### config.mk
export PLATFORM = sky130hd
export DESIGN_NAME = node_rx_sink
export DESIGN_NICKNAME = d
export VERILOG_FILES = /design/src/rtl/node_rx_sink.sv
export SDC_FILE = /design/constraint.sdc
export NUM_CORES = 1
export LEC_CHECK = 0
export ABC_AREA = 1
export CAP_MARGIN = 40
export CORE_MARGIN = 5
export CORE_UTILIZATION = 56
export DETAILED_ROUTE_END_ITERATION = 8
export DONT_BUFFER_PORTS = 1
export PLACE_DENSITY = 0.72
export SKIP_LAST_GASP = 1
export SLEW_MARGIN = 40
export SYNTH_ARGS = -nofsm -noshare
export SYNTH_HDL_FRONTEND = slang
export SYNTH_SLANG_ARGS = --single-unit
### constraint.sdc
create_clock -name clk -period 3.4 [get_ports clk]
set_clock_uncertainty 0.05 [all_clocks]
set_input_delay 0.68 -clock clk [delete_from_list [all_inputs] [get_ports clk]]
set_output_delay 0.68 -clock clk [all_outputs]
set_load 0.01 [all_outputs]
### src/rtl/node_rx_sink.sv
`default_nettype none
// node_rx_sink: network port sink with LFSR enable throttle, misroute check and phase statistics.
// Optional RX_WATCHDOG_EN adds an idle watchdog that forces the DONE phase.

localparam int X_NODES = 4;
localparam int Y_NODES = 4;
localparam int XW = $clog2(X_NODES + 1);
localparam int YW = $clog2(Y_NODES + 1);

typedef struct packed {
  logic [XW-1:0] x_dest;
  logic [YW-1:0] y_dest;
  logic [XW-1:0] x_source;
  logic [YW-1:0] y_source;
  logic [15:0]   payload;
} packet_t;

module node_rx_sink #(
  parameter logic [XW-1:0] X_LOC           = '0,
  parameter logic [YW-1:0] Y_LOC           = '0,
  parameter int            EN_THRESH       = 256,
  parameter logic [7:0]    LFSR_SEED       = 8'hA5,
  parameter int            WARMUP_PACKETS  = 1000,
  parameter int            MEASURE_PACKETS = 5000,
  parameter int            DRAIN_PACKETS   = 3000,
  parameter int            CNT_W           = 32,
  parameter int            TIMEOUT_CYCLES  = 4096
) (
  input  logic             clk,
  input  logic             reset,
  input  packet_t          i_data,
  input  logic             i_data_val,
  output logic             o_en,
  output logic [1:0]       o_phase,
  output logic [CNT_W-1:0] o_rx_count,
  output logic [CNT_W-1:0] o_meas_count,
  output logic [CNT_W-1:0] o_err_count,
  output logic             o_err,
  output logic [XW-1:0]    o_err_x_src,
  output logic [YW-1:0]    o_err_y_src,
  output logic             o_done,
  output logic             o_timeout
);

  typedef enum logic [1:0] {
    WARMUP  = 2'd0,
    MEASURE = 2'd1,
    DRAIN   = 2'd2,
    DONE    = 2'd3
  } phase_e;

  localparam logic [CNT_W-1:0] CNT_MAX = '1;
  localparam logic [CNT_W-1:0] CNT_ONE = {{(CNT_W-1){1'b0}}, 1'b1};

  phase_e           phase_q, phase_d;
  logic [7:0]       lfsr_q, lfsr_d;
  logic             en_q, en_d;
  logic [CNT_W-1:0] rx_q, rx_d, meas_q, meas_d, errc_q, errc_d, pcnt_q, pcnt_d;
  logic             err_q, err_d, done_q, done_d, to_q, to_d;
  logic [XW-1:0]    esx_q, esx_d;
  logic [YW-1:0]    esy_q, esy_d;

  logic             accept, misroute, limit_hit;
  logic [CNT_W:0]   pcnt_sum;
  logic [63:0]      limit;

`ifdef RX_WATCHDOG_EN
  localparam int IW = $clog2(TIMEOUT_CYCLES + 1);
  logic [IW-1:0] idle_q, idle_d;
  logic          idle_inc;
  logic          unused_payload;
  assign unused_payload = ^i_data.payload;
`else
  logic          unused_cfg;
  assign unused_cfg = ^{i_data.payload, TIMEOUT_CYCLES};
`endif

  function automatic logic [CNT_W-1:0] sat_inc(input logic [CNT_W-1:0] v);
    return (v == CNT_MAX) ? v : v + CNT_ONE;
  endfunction

  always_comb begin
    accept   = i_data_val & en_q;
    misroute = (i_data.x_dest != X_LOC) || (i_data.y_dest != Y_LOC);

    // Taps x^8+x^6+x^5+x^4+1 on the shift-left register
    lfsr_d = {lfsr_q[6:0], lfsr_q[7] ^ lfsr_q[5] ^ lfsr_q[4] ^ lfsr_q[3]};
    en_d   = int'(lfsr_q) < EN_THRESH;

    rx_d   = accept ? sat_inc(rx_q) : rx_q;
    meas_d = (accept && phase_q == MEASURE) ? sat_inc(meas_q) : meas_q;
    errc_d = (accept && misroute) ? sat_inc(errc_q) : errc_q;
    err_d  = err_q | (accept & misroute);
    esx_d  = esx_q;
    esy_d  = esy_q;
    if (accept && misroute && !err_q) begin
      esx_d = i_data.x_source;
      esy_d = i_data.y_source;
    end

    case (phase_q)
      WARMUP:  limit = 64'(WARMUP_PACKETS);
      MEASURE: limit = 64'(MEASURE_PACKETS);
      default: limit = 64'(DRAIN_PACKETS);
    endcase

    // A zero limit is met without any accept, so the phase steps on its own
    pcnt_sum  = {1'b0, pcnt_q} + {{CNT_W{1'b0}}, accept};
    limit_hit = (phase_q != DONE) && (64'(pcnt_sum) >= limit);
    pcnt_d    = pcnt_sum[CNT_W] ? CNT_MAX : pcnt_sum[CNT_W-1:0];
    phase_d   = phase_q;
    if (limit_hit) begin
      phase_d = phase_e'(phase_q + 2'd1);
      pcnt_d  = '0;
    end
    to_d = to_q;

`ifdef RX_WATCHDOG_EN
    idle_inc = (phase_q == MEASURE || phase_q == DRAIN) && !accept && !limit_hit;
    idle_d   = idle_inc ? idle_q + IW'(1) : '0;
    if (idle_inc && int'(idle_d) >= TIMEOUT_CYCLES) begin
      to_d    = 1'b1;
      phase_d = DONE;
      pcnt_d  = '0;
      idle_d  = '0;
    end
`endif

    done_d = (phase_d == DONE);
  end

  always_ff @(posedge clk) begin
    if (reset) begin
      phase_q <= WARMUP;
      lfsr_q  <= LFSR_SEED;
      en_q    <= 1'b0;
      rx_q    <= '0;
      meas_q  <= '0;
      errc_q  <= '0;
      pcnt_q  <= '0;
      err_q   <= 1'b0;
      esx_q   <= '0;
      esy_q   <= '0;
      done_q  <= 1'b0;
      to_q    <= 1'b0;
`ifdef RX_WATCHDOG_EN
      idle_q  <= '0;
`endif
    end else begin
      phase_q <= phase_d;
      lfsr_q  <= lfsr_d;
      en_q    <= en_d;
      rx_q    <= rx_d;
      meas_q  <= meas_d;
      errc_q  <= errc_d;
      pcnt_q  <= pcnt_d;
      err_q   <= err_d;
      esx_q   <= esx_d;
      esy_q   <= esy_d;
      done_q  <= done_d;
      to_q    <= to_d;
`ifdef RX_WATCHDOG_EN
      idle_q  <= idle_d;
`endif
    end
  end

  assign o_en         = en_q;
  assign o_phase      = phase_q;
  assign o_rx_count   = rx_q;
  assign o_meas_count = meas_q;
  assign o_err_count  = errc_q;
  assign o_err        = err_q;
  assign o_err_x_src  = esx_q;
  assign o_err_y_src  = esy_q;
  assign o_done       = done_q;
  assign o_timeout    = to_q;

endmodule

`default_nettype wire

## After elaboration in Yosys (flattened, before gate mapping)

Index checks and enable logic that the tools add are counted.

| word-level totals | value |
|---|---|
| bits in registers | 139 |
| bits of input ports | 31 |
| logic and storage cells | 45 |

| cells by class | value |
|---|---|
| add/subtract/negate cells | 5 |
| $lt $le $gt $ge | 1 |
| eq/ne operators | 6 |
| mux-type cells | 4 |
| bitwise gates (word level) | 6 |
| reductions and logical operators | 13 |

Operators by type and width:

| operator | count |
|---|---|
| adder 32 x 1 -> 32 bit, second input constant | 3 |
| equality test 32 bit, second input constant | 3 |
| greater-or-equal comparator 33 x 64 -> 1 bit | 1 |
| adder 32 x 1 -> 33 bit | 1 |
| two-way mux 32 bit | 1 |
| case mux 13 bit (2 select lines) | 1 |
| AND reduction 2 bit | 3 |
| nonzero test 3 bit | 2 |
| logical AND 1 bit | 4 |
| inverter 1 bit | 3 |
| adder 2 x 1 -> 2 bit, second input constant | 1 |
| bitwise AND 1 bit | 2 |
| equality test 2 x 1 -> 1 bit, second input constant | 1 |
| equality test 2 bit, second input constant | 1 |
| zero test 2 bit | 1 |
| two-way mux 2 bit | 1 |
| != test 2 bit, second input constant | 1 |
| OR reduction 2 bit | 1 |
| zero test 1 bit | 1 |
| logical OR 1 bit | 1 |
| two-way mux 1 bit | 1 |
| OR 1 bit | 1 |

## Logic depth before layout (Yosys ltp)

Gate-level depths: netlist of run 1.

| depth | value |
|---|---|
| depth in word-level cells | 6 |
| depth in mapped cells | 20 |

## Worst setup path before layout of run 1

No wires, ideal clock.

| path | value |
|---|---|
| path type | input to register |
| from | input port i_data_val |
| to | register pcnt_q[11] |
| library setup time | 67 ps |
| data arrival time | 3023 ps |
| required time | 3283 ps |
| setup slack | 260 ps |
| stages | 18 |
| path buffers | 1 |
| cells stage by stage | nand2_1 > inv_1 > ha_1 > ha_1 > nand3_1 > nor2_1 > xnor2_1 > inv_1 > ha_1 > a21oi_1 > nand3b_1 > nand2_1 > nand3_1 > nand2_1 > o21ai_4 > nand2_4 > buf_6 > a21oi_2 |

| on the way | value |
|---|---|
| longest elaborated chain between the ends | 5 |

Ends and longest elaborated chain:

| what | RTL line | source |
|---|---|---|
| from (decl) | 32 | `input logic i_data_val,` |
| bitwise AND 1 bit * | 83 | `accept = i_data_val & en_q;` |
| adder 32 x 1 -> 33 bit * | 108 | `pcnt_sum = {1'b0, pcnt_q} + {{CNT_W{1'b0}}, accept};` |
| greater-or-equal comparator 33 x 64 -> 1 bit | 109 | `limit_hit = (phase_q != DONE) && (64'(pcnt_sum) >= limit);` |
| logical AND 1 bit | 109 |  |
| OR reduction 2 bit (no line) | -- |  |
| to (signal assigned) | 156 | `pcnt_q <= pcnt_d;` |
| to (decl) | 58 | `logic [CNT_W-1:0] rx_q, rx_d, meas_q, meas_d, errc_q, errc_d, pcnt_q, pcnt_d;` |

Every way passes the cells marked *; elsewhere a longest branch is shown, timed or not.
A chain may end at the register's enable or synchronous reset.

## Worst setup path after layout of run 1

| path | value |
|---|---|
| from | register en_q (netlist: o_en) |
| to | register pcnt_q[6] |

| on the way | value |
|---|---|
| longest elaborated chain between the ends | 5 |

Ends and longest elaborated chain:

| what | RTL line | source |
|---|---|---|
| from (decl) | 57 | `logic en_q, en_d;` |
| from (signal assigned) | 152 | `en_q <= en_d;` |
| bitwise AND 1 bit * | 83 |  |
| adder 32 x 1 -> 33 bit * | 108 |  |
| greater-or-equal comparator 33 x 64 -> 1 bit | 109 |  |
| logical AND 1 bit | 109 |  |
| OR reduction 2 bit (no line) | -- |  |

Marks and branches as above.

==> results of run 1 <==
[metal layers]
layer,global-route usage,up-vias
met5,0,-
li1,-,4060
met3,0.0775,46
met4,0.0945,0
met2,0.423,298
met1,0.334,3627
[cell families after synthesis]
logic type / synth area share
other: 0.000471
xor gates and xnor gates: 0.0330
and+or+nand+nor: 0.397
buffers and inverters: 0.0906
DFF: 0.350
adders and majority gates: 0.0220
AOI/OAI and AO/OA: 0.107
[state kept, by name, indices dropped and copies added (netlist names), 2 cells and up]
name,flops
o_err_x_src,3
o_rx_count,32
pcnt_q,32
o_err_count,32
o_phase,2
o_meas_count,32
o_err_y_src,3
[worst max-delay path by stage]
stage                      start                     to  depth (start not counted)
global placement      i_data_val  pcnt_q[29]$_SDFF_PP0_                         18
finish              o_en$_DFF_P_   pcnt_q[6]$_SDFF_PP0_                         17
global route        o_en$_DFF_P_  pcnt_q[30]$_SDFF_PP0_                         17
CTS                 o_en$_DFF_P_   pcnt_q[6]$_SDFF_PP0_                         17
detailed placement    i_data_val   pcnt_q[6]$_SDFF_PP0_                         18
floorplan             i_data_val  pcnt_q[11]$_SDFF_PP0_                         18
[cells in the mapped netlist (15+ instances only)]
library cell | n | share of area
clkbuf_1 | 17 | 0.0080
nor4_1 | 15 | 0.012
a21oi_1 | 76 | 0.048
nand4_1 | 30 | 0.024
nand2_1 | 333 | 0.16
o21ai_0 | 46 | 0.029
nor2_1 | 179 | 0.084
nand3_1 | 53 | 0.033
xor2_1 | 18 | 0.020
inv_1 | 153 | 0.072
dfxtp_1 | 139 | 0.35
nor3_1 | 72 | 0.045
[worst register-to-register path, cell delays in order (launching register included)]
cell and delay (ps):
dfxtp_1 320, nand2_1 90, inv_1 90, ha_1 200, ha_1 230, nand2_1 80
nor2_2 140, nand3_1 210, xnor2_1 290, ha_1 290, a21oi_1 120, o21ai_1 80
nor2_1 100, nand2_1 110, o21ai_4 210, nand2_4 90, buf_12 180, a21oi_2 110
[final cells by class]
type                            instances  area, um^2  area share
Multi-Input combinational cell        923        4450       0.501
Inverter                              157         589      0.0663
Sequential cell                       139        2780       0.313
Clock buffer                           20         457      0.0514
Timing Repair Buffer                   22         178      0.0200
Clock inverter                         12         206      0.0232
Tap cell                              180         225      0.0253
[power by group]
group | internal, mW | total, mW | switching [mW] | leakage, nW
clock | 1.35 | 2.11 | 0.758 | 0.322
combinational | 0.0267 | 0.0819 | 0.0552 | 1.72
sequential | 1.64 | 1.65 | 0.0131 | 1.12
==> summary.txt, run 1 <==
Die
  • FP Rows: 43
  • Boundary Pins: roughly 140
  • Core area: 13,900 um^2
  • Die height: about 130 um
  • DIE WIDTH: about 130 um
  • Die area: 16,700 um^2
  • Initial Util: 0.573

Worst setup path
  • Slowest-stage cell, CP: dfxtp_1
  • Max incr delay on CP: between 300 and 400 ps
  • Buf+Inv Stages, Crit Path: 2
  • Req. time, crit path: between 3000 and 4000 ps
  • Reg2reg path depth: 17
  • Largest delay share family, worst path: simple AND/OR/NAND/NOR gates
  • Crit path cell chain: nand2_1 > inv_1 > ha_1 > ha_1 > nand2_1 > nor2_2 > nand3_1 > xnor2_1 > ha_1 > a21oi_1 > o21ai_1 > nor2_1 > nand2_1 > o21ai_4 > nand2_4 > buf_12 > a21oi_2
  • Worst Setup Start Kind: flop
  • CP arrival: 3370 ps
  • CP max FO: 22
  • Crit. End Element: flop
  • Reg-to-Reg Start: o_en$_DFF_P_
  • Worst r2r dst: pcnt_q[6]$_SDFF_PP0_
  • R2R setup slack: between 300 and 400 ps
  • Crit Path Class: reg -> reg

STA
  • Slew margin rel.: 0.616
  • Max-slew violations: 0
  • Final worst-path cycle share: 0.897
  • Worst slew pin tran: around 570 ps
  • Hold WS: around 260 ps
  • Number of setup violations in the final report: 0
  • Setup tns final: 0 ps
  • Final Worst Setup Slack: between 300 and 400 ps
  • Setup repair after global routing missed its margin: no
  • Fin. Hold Viols: 0
  • Fin crit period: 3050 ps
  • Fmax: 328 MHz

Final layout
  • Final instance area: 8890 um^2
  • Final net count: around 1,300
  • Fill count: between 1,000 and 1,500
  • Synth-to-Final Area Change: 11.8%
  • Share of layout cells above drive strength 1: 0.0715
  • Commonest non-fill, non-tap cell in the layout: nand2_1
  • N_diodes: 0
  • Core Util, Final: 0.640
  • Most frequent cells in the layout: nand2_1, nor2_1, inv_1
  • Final non-filler cell total: 1,453

Place
  • Inst Count DP: ~1,400
  • Cell Area, Placed: between 8000 and 9000 um^2
  • Post-DP HPWL: 16,100 um
  • GP Congestion: roughly 0.92
  • DP Worst Slack: between 15 and 20 ps
  • Port bufs: 0

Detailed routing
  • Met3 wire len: 1860 um
  • Post-Route WL: 21,700 um
  • DR WL/cell: ~15 um
  • Initial DRC count: between 600 and 700
  • Met2 wire length: ~10000 um
  • Met1 Wirelength: around 9400 um
  • Post-route ant nets: 0
  • Vias per cell: approximately 5.5
  • Top sig layer: met4
  • DRC: 0
  • Via count: 8,031
  • 1st-pass router iterations: 5

Logic synthesis
  • Main flop type after synthesis: dfxtp_1
  • Post-synth ARST share: 0
  • Flops & latches, synth: ~140
  • Sequential area share after synthesis: 0.350
  • Synthesized Nets: about 1,300
  • EDFF count, synth: 0
  • Post-synthesis cell type count: 40
  • Syn Area/Cell: 6.39 um^2
  • YS warnings: 0
  • Synthesized area: between 7000 and 8000 um^2
  • Cell count after synthesis: 1,244

Status
  • Outcome: complete, no violations

Clock tree
  • CTS resizes: 0
  • CTS H-tree depth: 4
  • Clock Path Buffers: 2
  • Clock Latency Late Sink: approximately 430 ps
  • Clock transition at path regs: around 60 ps
  • CTS sink count: approximately 140
  • Clock Tree Root: clkbuf_16
  • CTS Buf Count: 17
  • Buffer count from post-CTS setup fixing: 0
  • CTS tree: built
  • Hold buffers post-CTS: 0

Worst hold path
  • Hold EP: o_meas_count[31]$_SDFFE_PP0P_
  • Hold/Removal Path Class: in -> reg
  • Hold Startpoint: reset
  • Worst Hold Depth: 1

Pwr
  • PwrDens: 432 nW/um^2
  • Total chip power: just under 4 mW
  • Worst VDD drop: 0.000356 V
  • Lkg Pwr: 3.16 nW

GRT
  • Vias in the first global route: around 7,400
  • GR Util All Layers: 0.262
  • Largest net degree at the start of global routing: 57
  • First-pass GRT wire length: 35,500 um
  • Initial antenna violation count: 0
  • Global route total overflow: 0

Run
  • Max-cap violations: 0
No activity file was read; power rests on OpenSTA's default activity.
==> run 2, diff against run 1 <==
==> constraint.sdc (replaced) <==
create_clock -name clk -period 3.7 [get_ports clk]
set_clock_uncertainty 0.05 [all_clocks]
set_input_delay 0.74 -clock clk [delete_from_list [all_inputs] [get_ports clk]]
set_output_delay 0.74 -clock clk [all_outputs]
set_load 0.01 [all_outputs]
==> run 2 against run 1 <==
Against the previous run: die area is the same; clock-buffer cell count rose by 1; maximum frequency shrank 8.6%; power decreased by 15%; sequential power fell by 8%.
==> summary.txt, run 2 (same netlist as run 1, synthesis figures left out) <==
Final layout
  • Share of layout cells above drive strength 1: 0.0657 (was 0.0715)
  • Core Util, Final: 0.631 (was 0.640)
  • Most frequent cells in the layout: nand2_1, nor2_1, inv_1 (unchanged)
  • Commonest non-fill, non-tap cell in the layout: nand2_1 (unchanged)
  • Final net count: 1,297 (was 1,305)
  • Fill count: 1,365 (was 1,308)
  • N_diodes: 0 (unchanged)
  • Sequential cell area: 2780 um^2 (unchanged)
  • Final non-filler cell total: 1,443 (was 1,453)
  • Area occupied by multi-input gates: 4470 um^2 (was 4450 um^2)
  • Synth-to-Final Area Change: 10.1% (was 11.8%)
  • Final instance area: 8750 um^2 (was 8890 um^2)

Worst setup path
  • Slowest-stage cell, CP: dfxtp_1 (unchanged)
  • Crit Path Class: reg -> reg (unchanged)
  • Max incr delay on CP: 380 ps (was 320 ps)
  • Req. time, crit path: 4000 ps (was 3720 ps)
  • CP arrival: 3640 ps (was 3370 ps)
  • Crit path cell chain: nand2_1 > inv_1 > ha_1 > ha_1 > nand2_1 > nor2_2 > nand3_2 > xnor2_2 > ha_1 > a21oi_1 > o21ai_1 > nor2_1 > nand2_1 > o21ai_4 > nand2_4 > buf_12 > a21oi_2 (was nand2_1 > inv_1 > ha_1 > ha_1 > nand2_1 > nor2_2 > nand3_1 > xnor2_1 > ha_1 > a21oi_1 > o21ai_1 > nor2_1 > nand2_1 > o21ai_4 > nand2_4 > buf_12 > a21oi_2)
  • Crit. End Element: flop (unchanged)
  • Worst Setup Start Kind: flop (unchanged)
  • CP max FO: 17 (was 22)

Clock tree
  • CTS tree: built (unchanged)
  • Clock Latency Late Sink: 430 ps (about the same)
  • Clock transition at path regs: 60 ps (about the same)
  • CTS sink count: 139 (unchanged)
  • Hold buffers post-CTS: 0 (unchanged)
  • Clock Tree Root: clkbuf_16 (unchanged)
  • CTS H-tree depth: 4 (unchanged)
  • Clock Path Buffers: 2 (unchanged)
  • CTS Buf Count: 17 (unchanged)

STA
  • Final worst-path cycle share: 0.902 (was 0.897)
  • Max-slew violations: 0 (unchanged)
  • Final Worst Setup Slack: 363 ps (was 350 ps)
  • Setup repair after global routing missed its margin: no (unchanged)
  • Number of setup violations in the final report: 0 (unchanged)
  • Worst slew pin tran: 643 ps (was 574 ps)
  • Fmax: 300 MHz (was 328 MHz)
  • Fin. Hold Viols: 0 (unchanged)
  • Slew margin rel.: 0.567 (was 0.616)
  • Setup tns final: 0 ps (unchanged)
  • Fin crit period: 3340 ps (was 3050 ps)
  • Hold WS: 336 ps (was 263 ps)

GRT
  • GR Util All Layers: 0.252 (was 0.262)
  • Initial antenna violation count: 0 (unchanged)
  • Largest net degree at the start of global routing: 57 (unchanged)
  • Global route total overflow: 0 (unchanged)
  • First-pass GRT wire length: 34,300 um (was 35,500 um)
  • Vias in the first global route: 7,044 (was 7,429)

Pwr
  • Worst VDD drop: 0.000308 V (was 0.000356 V)
  • PwrDens: 374 nW/um^2 (was 432 nW/um^2)
  • Total chip power: 3.27 mW (was 3.84 mW)
  • Lkg Pwr: 3.08 nW (was 3.16 nW)

Die
  • Die area: 16,700 um^2 (unchanged)
  • DIE WIDTH: 129 um (unchanged)
  • Boundary Pins: 139 (unchanged)
  • Initial Util: 0.573 (unchanged)
  • FP Rows: 43 (unchanged)
  • Die height: 129 um (unchanged)
  • Core area: 13,900 um^2 (unchanged)

Place
  • Cell Area, Placed: 8170 um^2 (was 8230 um^2)
  • DP Worst Slack: 18.6 ps (was 16.0 ps)
  • Port bufs: 0 (unchanged)
  • GP Congestion: 0.943 (was 0.922)
  • Inst Count DP: 1,413 (was 1,421)
  • Post-DP HPWL: 15,900 um (was 16,100 um)

Status
  • Outcome: complete, no violations (unchanged)

Worst hold path
  • Hold/Removal Path Class: in -> reg (unchanged)

Run
  • Max-cap violations: 0 (unchanged)

Detailed routing
  • Post-Route WL: 20,900 um (was 21,700 um)
  • Vias per cell: 5.40 (was 5.53)
  • DR WL/cell: 14.5 um (was 15.0 um)
  • 1st-pass router iterations: 5 (unchanged)
  • DRC: 0 (unchanged)
  • Post-route ant nets: 0 (unchanged)
  • Via count: 7,793 (was 8,031)
  • Initial DRC count: 683 (was 650)
[run 2: worst max-delay path, delay by kind of cell, from the launching register on]
family / cells / cell delay, ps
simple gates: 7 / 1080
fa+ha+maj: 3 / 680
flops: 1 / 380
buf+inv: 2 / 350
xor+xnor: 1 / 220
compound gates: 4 / 500
[run 2: cell type report]
| type | count | area share |
|---|---|---|
| Multi-Input combinational cell | 923 | 0.510 |
| Tap cell | 180 | 0.0257 |
| Sequential cell | 139 | 0.318 |
| Clock buffer | 21 | 0.0526 |
| Clock inverter | 9 | 0.0130 |
| Inverter | 157 | 0.0673 |
| Timing Repair Buffer | 14 | 0.0134 |
[run 2: worst paths after layout]
| path | startpoint | to | slack, ps | cells after the start |
|---|---|---|---|---|
| max | o_en$_DFF_P_ | pcnt_q[21]$_SDFF_PP0_ | 360 | 17 |
| min | reset | o_rx_count[11]$_SDFFE_PP0P_ | 340 | 1 |
| max reg2reg | o_en$_DFF_P_ | pcnt_q[21]$_SDFF_PP0_ | 360 | 17 |
| min reg2reg | o_err_y_src[1]$_SDFFE_PP0P_ | o_err_y_src[1]$_SDFFE_PP0P_ | 460 | 2 |
[run 2: report_power, final]
| group | switching (mW) | internal (mW) |
|---|---|---|
| sequential | 0.0123 | 1.51 |
| combinational | 0.0487 | 0.0205 |
| clock | 0.661 | 1.02 |
| total | 0.722 | 2.55 |
[run 2: metal layers]
metal | vias to the layer above | track usage | share of wire | wire length [um]
li1 | 4041 | - | - | -
met1 | 3503 | 0.330 | 0.46 | 9560
met2 | 216 | 0.400 | 0.45 | 9290
met3 | 33 | 0.0812 | 0.077 | 1610
met4 | 0 | 0.0716 | 0.020 | 416
met5 | - | 0 | 0 | 0
[run 2: timing repair]
| action | 4_1_cts | 5_1_grt |
|---|---|---|
| endpoints found under the setup margin | 0 | 15 |
| endpoints found under the hold margin | 0 | 0 |
| buffers inserted | 0 | 0 |
| resized for setup | 0 | 2 |
